### src/rtl/downstream_processor_fsm.sv
// Two-state handshake controller: arms on ack, completes on memwr, counts completions.
// Optional STATE_1 timeout is built only when FSM_TIMEOUT_EN is defined.
module downstream_processor_fsm #(
   parameter int CNT_W   = 8,
   parameter int TIMEOUT = 16
) (
   input  logic             clk,
   input  logic             reset,
   input  logic             ack,
   input  logic             memwr,
   output logic             out,
   output logic             done,
   output logic             abort,
   output logic             timeout,
   output logic [CNT_W-1:0] txn_count
);

   typedef enum logic {
      IDLE    = 1'b0,
      STATE_1 = 1'b1
   } state_t;

   state_t           state_reg, state_next;
   logic             out_reg, done_reg, abort_reg, timeout_reg;
   logic             done_next, abort_next, timeout_next;
   logic [CNT_W-1:0] txn_count_reg;
   logic             tmo_hit;

   if (TIMEOUT < 2 || TIMEOUT > 65535) begin : g_bad_timeout
      $error("TIMEOUT out of range 2..65535");
   end

`ifdef FSM_TIMEOUT_EN
   localparam logic [15:0] TLAST = 16'(TIMEOUT - 1);
   logic [15:0] tcnt_reg;

   // Held at zero in IDLE, so it enters STATE_1 already cleared.
   always_ff @(posedge clk or posedge reset) begin
      if (reset)
         tcnt_reg <= '0;
      else if (state_reg == IDLE)
         tcnt_reg <= '0;
      else
         tcnt_reg <= tcnt_reg + 16'd1;
   end

   assign tmo_hit = (tcnt_reg == TLAST);
`else
   assign tmo_hit = 1'b0;
`endif

   always_ff @(posedge clk or posedge reset) begin
      if (reset)
         state_reg <= IDLE;
      else
         state_reg <= state_next;
   end

   // memwr beats ack withdrawal, which beats timeout.
   always_comb begin
      state_next   = state_reg;
      done_next    = 1'b0;
      abort_next   = 1'b0;
      timeout_next = 1'b0;
      case (state_reg)
         IDLE: begin
            if (ack && !memwr)
               state_next = STATE_1;
         end
         STATE_1: begin
            if (memwr) begin
               state_next = IDLE;
               done_next  = 1'b1;
            end else if (!ack) begin
               state_next = IDLE;
               abort_next = 1'b1;
            end else if (tmo_hit) begin
               state_next   = IDLE;
               timeout_next = 1'b1;
            end
         end
         default: state_next = IDLE;
      endcase
   end

   always_ff @(posedge clk or posedge reset) begin
      if (reset) begin
         out_reg       <= 1'b0;
         done_reg      <= 1'b0;
         abort_reg     <= 1'b0;
         timeout_reg   <= 1'b0;
         txn_count_reg <= '0;
      end else begin
         out_reg     <= (state_next == STATE_1);
         done_reg    <= done_next;
         abort_reg   <= abort_next;
         timeout_reg <= timeout_next;
         if (done_next)
            txn_count_reg <= txn_count_reg + CNT_W'(1);
      end
   end

   assign out       = out_reg;
   assign done      = done_reg;
   assign abort     = abort_reg;
   assign timeout   = timeout_reg;
   assign txn_count = txn_count_reg;

endmodule

### config.mk
export PLATFORM = sky130hd
export DESIGN_NAME = downstream_processor_fsm
export DESIGN_NICKNAME = d
export VERILOG_FILES = /design/src/rtl/downstream_processor_fsm.sv
export SDC_FILE = /design/constraint.sdc
export NUM_CORES = 1
export LEC_CHECK = 0
export CORE_AREA = 2 2 39 41
export CTS_BUF_LIST = sky130_fd_sc_hd__clkbuf_8
export DETAILED_ROUTE_END_ITERATION = 8
export DIE_AREA = 0 0 41 43
export SYNTH_ARGS = -nofsm -noshare
export SYNTH_HDL_FRONTEND = slang
export SYNTH_SLANG_ARGS = --single-unit
### constraint.sdc
create_clock -name clk -period 1.4 [get_ports clk]
set_input_delay 0.42 -clock clk [delete_from_list [all_inputs] [get_ports clk]]
set_output_delay 0.42 -clock clk [all_outputs]
set_load 0.05 [all_outputs]
**Yosys cells after proc, flatten, opt, wreduce, memory -nomap -nowiden**

Index checks and enable logic that the tools add are counted.

- Add/sub/neg operators: 1
- $mul: 0
- Divide/modulo/power cells: 0
- Order comparisons: 0
- Equality and inequality tests: 0
- Shift-type cells: 0
- Multiplexer cells: 9
- Bitwise logic cells: 1
- Reduce and logical (&&, ||, !) cells: 2

Operator list:

| cell | count |
|---|---|
| $add 8x1->8 const B | 1 |
| $mux 1 | 8 |
| $pmux 1 s2 | 1 |
| $logic_and 1x1->1 | 1 |
| $logic_not 1->1 | 1 |
| $not 1->1 | 1 |

- Register bits: 11
- Latch bits: 0
- RAM bits: 0
- Memory bits (read-only): 0
- Output and inout port bits: 12
- Word-level logic and storage cells: 17
- Memories: 0

**Logic depth before layout (Yosys ltp)**

Gate-level depths: netlist of the first run.

- Depth after elaboration: 4
- Depth in mapped cells: 4
- Gate-level depth less buffers: 3

**Worst setup path before layout of the first run**

No wires, ideal clock.

- Path kind: reg2reg
- Start point: register txn_count_reg[2] (netlist: txn_count[2])
- End point: register txn_count_reg[5] (netlist: txn_count[5])
- Arrival time: 1.245 ns
- Data required time: 1.258 ns
- Path slack: 0.012 ns
- Cell stages (with the launch flop): 4
- Buffers on the path: 0
- Cells stage by stage: dfrtp_1 and4_4 nand4_1 xnor2_1

- Cells in the longest elaborated chain, start to end: 1

Ends and longest elaborated chain:

| what | line | RTL |
|---|---|---|
| from (decl) | 26 | `logic [CNT_W-1:0] txn_count_reg;` |
| from (signal assigned) | 99 | `txn_count_reg <= txn_count_reg + CNT_W'(1);` |
| $add 8x1->8 | 99 |  |

No other way between the ends.
A chain may end at the register's enable or synchronous reset.

**Worst setup path in the final report of the first run**

- Start point: input memwr
- End point: register txn_count_reg[6] (netlist: txn_count[6])

- Cells in the longest elaborated chain, start to end: 2

Ends and longest elaborated chain:

| what | line | RTL |
|---|---|---|
| from (decl) | 10 | `input logic memwr,` |
| $mux 1 | 71 | `if (memwr) begin` |
| $mux 1 | 65 | `case (state_reg)` |

No other way between the ends.

==> impl_metrics.json, run 1 <==
{
  "holdBufCountCts": 0,
  "cp-start-kind": "primary input",
  "yosysWarnings": 0,
  "syn-num-nets": 40,
  "setup_viol": 0,
  "synth_top_cell_by_area": "dfrtp_1",
  "finalMaxSlewViolations": 0,
  "cellPowerDensity_nw_per_um2": 1940,
  "setup.worst_path.end_class": "flip-flop",
  "num_io_pins": 16,
  "ys_top_cells_by_count": "11 x dfrtp_1, 6 x xnor2_1, 4 x nand4_1",
  "n_antenna_cell": 0,
  "clock.fmax_ghz": 0.753,
  "viasPerCell": 4.49,
  "numPortBuffers": 14,
  "syn_area_um2": 460,
  "synth-edff-count": 0,
  "die-area_um2": 1760,
  "num-nets-final": 59,
  "grt_max_degree": 12,
  "syn_inst": 35,
  "root_buffer": "clkbuf_8",
  "antenna_found_initial": 0,
  "peakVddDrop_mv": 1.03,
  "drc": 0,
  "syn_area_per_cell_um2": 13.2,
  "htree_num_levels": 1,
  "hold_viol": 0,
  "clock_latency_ns": 0.24,
  "synth.top_cell.area_share_pct": 59.8,
  "gp_congestion": 0.669,
  "die_h_um": 43,
  "die_w_um": 41,
  "whs_ns": 0.468,
  "grt.total_usage_pct": 12.8,
  "rows": 14,
  "criticalPathCategory": "in -> reg",
  "cts_tree": "yes",
  "core_region_area_um2": 1380,
  "wl_per_cell_um": 11.6,
  "fin_crit_ns": 1.33,
  "cts_made_buffers": 3,
  "overflow": 0,
  "cp_data_arrival_time_ns": 1.45,
  "crit_path_max_fanout": 4,
  "worstPathRequired_ns": 1.52,
  "start_util_pct": 33.3,
  "grt_pass1_wl_um": 1480,
  "cts-resized-gates": 0,
  "yosysSeqAreaShare_pct": 59.8,
  "ys.flop_type": "dfrtp_1",
  "clock_path_buffers": 2,
  "outcome": "complete, no violations",
  "largest_reg_flops": 8,
  "fin_util_pct": 55.8,
  "grt_pass1_vias": 335,
  "total_leakage_power_nw": 0.349,
  "synth-seq-cells": 11,
  "cap_violations": 0,
  "yosysUniqueCellTypes": 16,
  "layout-drive-gt1-share_pct": 34.0,
  "rsz0062_at_grt": "false",
  "first_iter_violations": 7,
  "cts_sinks": 11,
  "firstDrtPassIters": 4,
  "synth.most_common_cell": "dfrtp_1",
  "drt_wl_total_um": 800,
  "fin_crit_sh_pct": 94.8,
  "clkTransAtPathRegs_ns": 0.05,
  "vias": 310,
  "dp_hpwl_um": 621,
  "min_path_type": "in -> async",
  "area_delta_synth_final_pct": 67.7,
  "synth_area_leaders": "dfrtp_1 60%, xnor2_1 11%, nand4_1 5.4%",
  "post-cts-setup-buffer-count": 0,
  "antenna_left": 0,
  "fin_skew_ns": 0.00622,
  "power_mw": 1.50,
  "async_flop_share_pct": 100
}
## cells by family (layout without fill, tap and decap cells)
group / Yosys count / count (layout) / share of synthesized area [%]
flops: 11 / 11 / 59.8
simple gates: 11 / 11 / 15.2
xor+xnor: 7 / 7 / 13.3
buf+inv: 3 / 21 / 4.89
fa+ha+maj: 1 / 1 / 2.72
other cells: 1 / 1 / 0.814
mux: 1 / 1 / 3.26
## power breakdown
part,switching [mW],internal [mW],leakage [nW],total (mW)
combinational,0.331,0.341,0.178,0.671
clock,0.110,0.192,0.0269,0.302
sequential,0.136,0.388,0.144,0.524
total,0.577,0.920,0.349,1.50
## worst max-delay path, cell delays in order
cell	delay, ns
clkdlybuf4s50_1	0.49
and4_4	0.24
nand4_1	0.14
xnor2_1	0.16
## per-layer routing
| layer | wire (µm) | track usage (%) |
|---|---|---|
| met1 | 346 | 16.3 |
| met2 | 420 | 18.4 |
| met3 | 34 | 3.14 |
| met4 | 0 | 8.00 |
| met5 | 0 | 0 |
## per-stage QoR
step	TNS [ns]	instances	instance area (µm²)	setup WS (ns)
finish	0	69	772	0.0728
global route	0	69	772	0.0161
CTS	0	69	772	0.0763
detailed placement	-1.06	65	727	-0.174
global placement	-0.916	65	727	-0.159
floorplan	0	35	460	0.0125
## final timing paths
path | end | slack (ns) | cells after the start | from
setup / recovery | txn_count[6]$_DFFE_PP0P_ | 0.07 | 4 | memwr
hold / removal | txn_count[5]$_DFFE_PP0P_ | 0.47 | 2 | reset
max in group asynchronous | txn_count[0]$_DFFE_PP0P_ | 0.64 | 2 | reset
setup reg to reg | txn_count[1]$_DFFE_PP0P_ | 0.24 | 2 | txn_count[0]$_DFFE_PP0P_
hold reg to reg | txn_count[7]$_DFFE_PP0P_ | 0.53 | 1 | txn_count[7]$_DFFE_PP0P_
min in group clk | txn_count[7]$_DFFE_PP0P_ | 0.53 | 1 | txn_count[7]$_DFFE_PP0P_
## final cells by class
| cell class | instances | area [µm²] |
|---|---|---|
| clock buffers | 3 | 41.3 |
| clock inverters | 1 | 3.75 |
| fillers | 120 | 612 |
| inverters | 1 | 3.75 |
| multi-input cells | 21 | 163 |
| flip-flops and latches | 11 | 275 |
| well taps | 16 | 20.0 |
| repair buffers | 16 | 265 |
## cells in the final DEF, fill, tap and decap left out
master | netlist | layout
dfrtp_1 | 11 | 11
buf_12 | 0 | 11
xnor2_1 | 6 | 6
nand4_1 | 4 | 4
clkbuf_8 | 0 | 3
clkdlybuf4s50_1 | 0 | 3
nand2_1 | 2 | 2
inv_1 | 1 | 2
buf_4 | 1 | 2
and2_1 | 1 | 1
and4_4 | 1 | 1
xor2_1 | 1 | 1
nor2b_1 | 1 | 1
nor3b_1 | 1 | 1
mux2_4 | 1 | 1
and3_1 | 1 | 1
ha_1 | 1 | 1
conb_1 | 1 | 1
No activity file was read; power rests on OpenSTA's default activity.
==> inputs of run 2 (changes only) <==
==> constraint.sdc (replaced) <==
create_clock -name clk -period 1.4 [get_ports clk]
set_input_delay 0.42 -clock clk [delete_from_list [all_inputs] [get_ports clk]]
set_output_delay 0.42 -clock clk [all_outputs]
set_load 0.005 [all_outputs]
==> run 2 against run 1 <==
Routed wire length rose by 3.5%. Utilization fell by 4.1 points. Setup slack improved by 0.00063 ns. Clock-buffer cell count did not move. Die area did not move. Combinational power fell by 46%. Clock power barely moved. Sequential power fell by 18%. Global-route usage rose by 0.84 points. Via count rose by 13%. Largest cell class unchanged. Highest routed layer is now met4.
==> impl_metrics.json, run 2 (synthesis gave the netlist of run 1 again) <==
{
  "clock_path_buffers": 2,
  "rows": 14,
  "peakVddDrop_mv": 0.686,
  "whs_ns": 0.476,
  "cp-start-kind": "primary input",
  "cts_sinks": 11,
  "total_leakage_power_nw": 0.380,
  "largest_reg_flops": 8,
  "min_path_type": "in -> async",
  "cp_top_family": "buffers and inverters",
  "critical_path.max_stage_delay_ns": 0.49,
  "crit_path_max_fanout": 5,
  "criticalPathCategory": "in -> reg",
  "grt_pass1_wl_um": 1500,
  "power_mw": 1.10,
  "p_int_mw": 0.796,
  "numPortBuffers": 14,
  "firstDrtPassIters": 2,
  "final-seq-area_um2": 275,
  "outcome": "complete, no violations",
  "cts_made_buffers": 3,
  "start_util_pct": 33.3,
  "fin_crit_sh_pct": 94.8,
  "cts_tree": "yes",
  "layout-drive-gt1-share_pct": 25.8,
  "place_inst": 71,
  "dp_hpwl_um": 617,
  "antenna_found_initial": 0,
  "gp_congestion": 0.694,
  "htree_num_levels": 1,
  "swShare_pct": 27.3,
  "die_w_um": 41,
  "multiInputGateArea_um2": 163,
  "cp_slowest_cell": "clkdlybuf4s50_1",
  "clock_latency_ns": 0.23,
  "crit_buf_inv": 1,
  "power_frac_clock_pct": 27.7,
  "drt_wl_total_um": 828,
  "cp_data_arrival_time_ns": 1.44,
  "setup.worst_path.end_class": "flip-flop",
  "dr.max_layer_used": "met4",
  "antenna_left": 0,
  "n_antenna_cell": 0,
  "final_cell_mix": "11 x dfrtp_1, 11 x dlygate4sd2_1, 11 x buf_4, 6 x xnor2_1, 4 x nand4_1",
  "fin_skew_ns": 0.00194,
  "crit_chain": "clkdlybuf4s50_1 -> and2_1 -> mux2_4",
  "core_region_area_um2": 1380,
  "first_iter_violations": 3,
  "instances_no_fill": 78,
  "area_delta_synth_final_pct": 55.4,
  "route.met2.wl_um": 431,
  "viasPerCell": 4.49,
  "dr_wl_met3_um": 57,
  "setup_viol": 0,
  "comb_power_share_pct": 33.1,
  "finalMaxSlewViolations": 0,
  "grt.total_usage_pct": 13.6,
  "hold_viol": 0,
  "rsz0062_at_grt": "false",
  "p_seq_share_pct": 39.1,
  "die-area_um2": 1760,
  "num_io_pins": 16,
  "clock.fmax_ghz": 0.754,
  "cellPowerDensity_nw_per_um2": 1530,
  "clkTransAtPathRegs_ns": 0.05,
  "num-nets-final": 68,
  "grt_max_degree": 12,
  "grt_pass1_vias": 379,
  "drc": 0,
  "worstPathRequired_ns": 1.52,
  "overflow": 0,
  "wl_per_cell_um": 10.6,
  "nFillCells": 145,
  "die_h_um": 43,
  "root_buffer": "clkbuf_8",
  "cap_violations": 0,
  "p_switching_mw": 0.299,
  "fin_crit_ns": 1.33,
  "vias": 350,
  "drt-met1-wl_um": 329
}
run 2: path summary, 6_finish.rpt:
check / start / slack, ns / endpoint / depth (start not counted)
max in group asynchronous: reset / 0.64 / txn_count[6]$_DFFE_PP0P_ / 2
min in group clk: txn_count[3]$_DFFE_PP0P_ / 0.49 / txn_count[3]$_DFFE_PP0P_ / 1
worst max-delay path: memwr / 0.07 / txn_count[1]$_DFFE_PP0P_ / 3
worst min register to register: txn_count[3]$_DFFE_PP0P_ / 0.49 / txn_count[3]$_DFFE_PP0P_ / 1
worst max register to register: txn_count[0]$_DFFE_PP0P_ / 0.20 / txn_count[1]$_DFFE_PP0P_ / 3
worst min-delay path: reset / 0.48 / txn_count[0]$_DFFE_PP0P_ / 2
run 2: per-layer routing:
| layer | GRT usage (%) | vias to the layer above |
|---|---|---|
| li1 | - | 169 |
| met1 | 13.7 | 167 |
| met2 | 20.6 | 12 |
| met3 | 9.42 | 2 |
| met4 | 6.00 | 0 |
| met5 | 0 | - |
run 2: final cells by class:
cell class,instances,share of cell area [%]
clock buffers,3,5.77
clock inverters,1,0.524
inverters,1,0.524
multi-input cells,21,22.7
flip-flops and latches,11,38.5
well taps,16,2.80
repair buffers,25,29.2
run 2: through the flow:
stage / setup TNS (ns) / worst slack [ns] / utilization (%) / instance area [µm²]
2_1_floorplan: 0 / 0.315 / - / 460
3_3_place_gp: -0.886 / -0.159 / 47.8 / 662
3_5_place_dp: -1.01 / -0.175 / 47.8 / 662
4_1_cts: 0 / 0.0706 / 51.7 / 716
5_1_grt: 0 / 0.0397 / 51.7 / 716
6_report: 0 / 0.0735 / 51.7 / 716
run 2: worst reg2reg max path, delay by kind of cell, from the launching register on:
family	cells	cell delay, ns
adder cells (fa/ha/maj)	1	0.28
buffers and inverters	1	0.16
flip-flops	1	0.38
multiplexers	1	0.25
run 2: power by group through the flow:
stage / registers, mW / logic [mW] / clock network (mW)
floorplan: 0.477 / 0.111 / 0
global placement: 0.433 / 0.407 / 0
detailed placement: 0.439 / 0.408 / 0
CTS: 0.432 / 0.366 / 0.317
global route: 0.437 / 0.399 / 0.341
finish: 0.429 / 0.363 / 0.304
run 2: repair_timing:
action / in CTS / in global routing
gates resized for setup: 11 / 0
setup endpoints to repair: 11 / 0
hold buffers: 0 / 0
setup buffers: 3 / 0
==> inputs of run 3 (changes only) <==
--- a/config.mk
+++ b/config.mk
@@ -7,6 +7,7 @@
 export LEC_CHECK = 0
 export CORE_AREA = 2 2 39 41
 export CTS_BUF_LIST = sky130_fd_sc_hd__clkbuf_8
+export CTS_CLUSTER_SIZE = 14
 export DETAILED_ROUTE_END_ITERATION = 8
 export DIE_AREA = 0 0 41 43
 export SYNTH_ARGS = -nofsm -noshare
==> results of run 3 <==
No change in the layout: final DEF, timing and power equal those of run 2.
